===== config.mk =====
export PLATFORM = sky130hd
export DESIGN_NAME = param_gate_unit
export DESIGN_NICKNAME = d
export VERILOG_FILES = /design/src/rtl/param_gate_unit.sv
export SDC_FILE = /design/constraint.sdc
export NUM_CORES = 1
export LEC_CHECK = 0
export CELL_PAD_IN_SITES_DETAIL_PLACEMENT = 1
export CELL_PAD_IN_SITES_GLOBAL_PLACEMENT = 1
export CORE_MARGIN = 1
export CORE_UTILIZATION = 36
export CTS_CLUSTER_SIZE = 30
export DETAILED_ROUTE_END_ITERATION = 8
export MAX_ROUTING_LAYER = met4
export PLACE_DENSITY = 0.89
export SYNTH_ARGS = -nofsm -noshare
export SYNTH_HDL_FRONTEND = slang
export SYNTH_SLANG_ARGS = --single-unit

===== constraint.sdc =====
create_clock -name clk -period 1.9 [get_ports clk]
set_input_delay 0.19 -clock clk [delete_from_list [all_inputs] [get_ports clk]]
set_output_delay 0.19 -clock clk [all_outputs]
set_load 0.02 [all_outputs]

===== src/rtl/param_gate_unit.sv =====
// Masked N-channel bitwise gate (AND/OR/NAND/NOR/XOR/XNOR/NOT) with a sticky illegal-mode flag.
// One-cycle registered result; in_ready drops only while a result is held against out_ready=0.
module param_gate_unit #(
   parameter int WIDTH  = 8,
   parameter int NUM_IN = 4,
   parameter int CNT_W  = 16
) (
   input  logic                    clk,
   input  logic                    rst_n,
   input  logic [NUM_IN*WIDTH-1:0] in_bus,
   input  logic [NUM_IN-1:0]       in_mask,
   input  logic [2:0]              mode,
   input  logic                    in_valid,
   output logic                    in_ready,
   output logic [WIDTH-1:0]        out,
   output logic                    out_valid,
   input  logic                    out_ready,
   output logic                    err,
   output logic [CNT_W-1:0]        txn_count
);

   typedef enum logic [2:0] {
      MODE_AND  = 3'b000,
      MODE_OR   = 3'b001,
      MODE_NAND = 3'b010,
      MODE_NOR  = 3'b011,
      MODE_XOR  = 3'b100,
      MODE_XNOR = 3'b101,
      MODE_NOT  = 3'b110,
      MODE_ILL  = 3'b111
   } mode_e;

   logic [WIDTH-1:0] and_red;
   logic [WIDTH-1:0] or_red;
   logic [WIDTH-1:0] xor_red;
   logic [WIDTH-1:0] not_first;
   logic             found;
   logic [WIDTH-1:0] result;
   logic             accept;

   // Masked channels leave each reduction at its identity value.
   always_comb begin
      and_red   = '1;
      or_red    = '0;
      xor_red   = '0;
      not_first = '1;
      found     = 1'b0;
      for (int k = 0; k < NUM_IN; k++) begin
         if (in_mask[k]) begin
            and_red = and_red & in_bus[k*WIDTH +: WIDTH];
            or_red  = or_red  | in_bus[k*WIDTH +: WIDTH];
            xor_red = xor_red ^ in_bus[k*WIDTH +: WIDTH];
            if (!found) begin
               not_first = ~in_bus[k*WIDTH +: WIDTH];
               found     = 1'b1;
            end
         end
      end
   end

   always_comb begin
      result = '0;
      case (mode_e'(mode))
         MODE_AND:  result = and_red;
         MODE_OR:   result = or_red;
         MODE_NAND: result = ~and_red;
         MODE_NOR:  result = ~or_red;
         MODE_XOR:  result = xor_red;
         MODE_XNOR: result = ~xor_red;
         MODE_NOT:  result = not_first;
         default:   result = '0;
      endcase
   end

   assign in_ready = !out_valid || out_ready;
   assign accept   = in_valid && in_ready;

   always_ff @(posedge clk or negedge rst_n) begin
      if (!rst_n) begin
         out       <= '0;
         out_valid <= 1'b0;
         err       <= 1'b0;
         txn_count <= '0;
      end else begin
         if (accept) begin
            out       <= result;
            out_valid <= 1'b1;
            txn_count <= txn_count + CNT_W'(1);
            if (mode == MODE_ILL) begin
               err <= 1'b1;
            end
         end else if (out_ready) begin
            out_valid <= 1'b0;
         end
      end
   end

endmodule


==> results.yml <==
status:
  status: "finished clean"
finish:
  layout-drive-gt1-share: 0.107
  diodes: 0
  final_util: 0.535
  area_growth_syn_to_layout_pct: 40.6
  fin_nets: 456
yosys:
  synth_top_area_frac: 0.248
  ys_types: 43
  syn_area_mm2: 0.00263
  synth_warnings: 0
  synth_edf_count: 0
  synthCells: 318
  postSynthRegisterBits: 26
  synthTopCellsByCount: "nand2_1, nor2b_1, dfrtp_1"
  yosysMostFrequentCell: "nand2_1"
  synth.largest_area_cell: "dfrtp_1"
  synth_area_leaders: "dfrtp_1, nand2_1, nor2b_1"
  ys.flop_type: "dfrtp_1"
  synthArstFlopShare: 1.00
  synth_nets: 370
  seq_area_frac_synth: 0.248
  avgSynthCellArea_um2: 8.27
place:
  port-buffer-count: 69
  gp_congestion: 0.864
  dp_hpwl_um: 6800
cts:
  clock_sinks: 26
  path_clk_slew_ns: 0.10
  cts_root_buffer: "clkbuf_8"
  clock_path_buffers: 2
  postCtsSetupBuffers: 0
  cts_resized: 0
  ctsHtreeMaxLevel: 1
  cts_inserted_buffers: 3
  holdBufCountCts: 0
  worst_skew_pair.late_latency_ns: 0.28
  cts_tree: "done"
grt:
  grt_pass1_wl_um: 13900
  grt_util_all_layers: 0.239
  grt_max_degree: 27
  gr-total-overflow: 0
  grt_pass1_vias: 2892
  antenna_found_initial: 0
critical_path:
  crit_fanout: 11
  cp_data_arrival_time_ns: 1.93
  r2r-end: "txn_count[12]"
  crit_required_ns: 2.07
  rr_startpoint: "txn_count[1]"
  worstSetupStartpointType: "input pin"
  endpoint_kind: "flop"
  r2r_slack_ns: 0.16
  critPathKind: "input pin to flop"
  ff2ff_path_depth: 6
floorplan:
  ioPinCount: 70
  initial_utilization: 0.381
  die_x_um: 87.5
  core_mm2: 0.00691
  die_h_um: 87.5
  die_area_mm2: 0.00765
  rows: 30
sta:
  period_share: 0.930
  fmax_ghz: 0.566
  rsz0062_at_grt: "no"
  fin_skew_ns: 0.00994
  hold_viol: 0
  fin_setup_tns_ns: 0
  finalSetupViolCount: 0
  slew_headroom: 0.675
  worst_pin_slew_ns: 0.487
  final_max_slew_viol_count: 0
  fin_crit_ns: 1.77
flow_run:
  cap_violations: 0
drt:
  finalWirelength_um: 8490
  route.detailed.drc: 0
  routedWlPerCell_um: 17.0
  dr.pass1.iters: 4
  drt_iter0_drc: 69
  antenna_left: 0
  viasPerCell: 5.39
  vias: 2692
pwr:
  power_density_mw_per_mm2: 612
  leakage_uw: 0.00159
  ir_drop_mv: 0.228
min_path:
  hp-class: "input pin to async pin"
## area by class of cell
class | instances | area (µm²)
sequential | 26 | 651
inverter | 11 | 41.3
multi-input combinational | 260 | 1850
clock buffer | 3 | 41.3
timing repair buffer | 102 | 963
clock inverter | 1 | 30.0
tap | 96 | 120
fill | 843 | 3210
## metal layers
metal  track usage  wire, µm  vias to the layer above
met5             -         0                        -
met4        0.0522       113                        0
met3        0.0123       293                       12
met2         0.463      4540                       75
met1         0.268      3550                     1324
li1              -         -                     1281
## placed cells by master, fill, tap and decap left out, types with 2 or more instances in the layout
master	Yosys	layout
a211oi_1	12	12
a21boi_0	8	8
a31oi_1	9	9
and3b_1	2	2
buf_12	0	2
buf_4	0	31
clkbuf_8	0	3
clkdlybuf4s50_1	0	69
dfrtp_1	26	26
ha_1	9	9
inv_1	11	11
mux2i_1	7	7
nand2_1	53	53
nand2b_1	14	14
nand3_1	3	3
nand3b_1	8	8
nand4_1	14	14
nor2_1	10	10
nor2b_1	31	31
nor3_1	2	2
nor4_1	8	6
nor4_2	0	2
o211ai_1	6	6
o21ai_0	10	10
xnor2_1	15	15
xnor3_1	8	8
xor2_1	15	15
## per-stage QoR
| stage | power (µW) | cells | cell area (µm²) | worst slack [ns] | hold WS [ns] |
|---|---|---|---|---|---|
| finish | 2260 | 499 | 3690 | 0.133 | 0.296 |
| global route | 2380 | 499 | 3690 | 0.0176 | 0.326 |
| CTS | 2280 | 499 | 3680 | 0.123 | 0.308 |
| detailed placement | 1800 | 495 | 3610 | -0.169 | 0.468 |
| global placement | 1740 | 495 | 3610 | -0.101 | 0.467 |
| floorplan | 1300 | 318 | 2630 | 0.0689 | -0.106 |
## logic make-up after synthesis
family	count (synthesis)	share of synthesized area
AO/OA/AOI/OAI	53	0.142
XOR/XNOR	38	0.168
adder cells (fa/ha/maj)	9	0.0428
buffers and inverters	32	0.0543
flip-flops	26	0.247
multiplexers	7	0.0267
AND/OR/NAND/NOR	153	0.318
## report_power, final
part / leakage, µW / switching, µW / internal, µW
Clock: 0.0000357 / 186 / 282
Sequential: 0.000329 / 120 / 650
Combinational: 0.00122 / 495 / 526
## state kept, by name, indices dropped and copies added, names as in the netlist
signal / cells
err: 1
out: 8
out_valid: 1
txn_count: 16
## worst max-delay path, stage by stage
cell and delay [ns]:
clkdlybuf4s50_1 0.48, buf_4 0.20, nand2_1 0.08, ha_1 0.26, a21boi_0 0.25, xnor2_1 0.16
o221ai_1 0.13, a22o_1 0.19
## worst max path at each step
stage,cells past startpoint,from,to
after global routing,7,in_mask[2],out[5]
after detailed placement,8,in_mask[0],out[5]
final,8,in_mask[0],out[5]
after floorplan,8,in_mask[0],out[5]
after CTS,8,in_mask[0],out[5]
after global placement,6,in_mask[2],out[5]
Power figures use the tool's default switching activity.
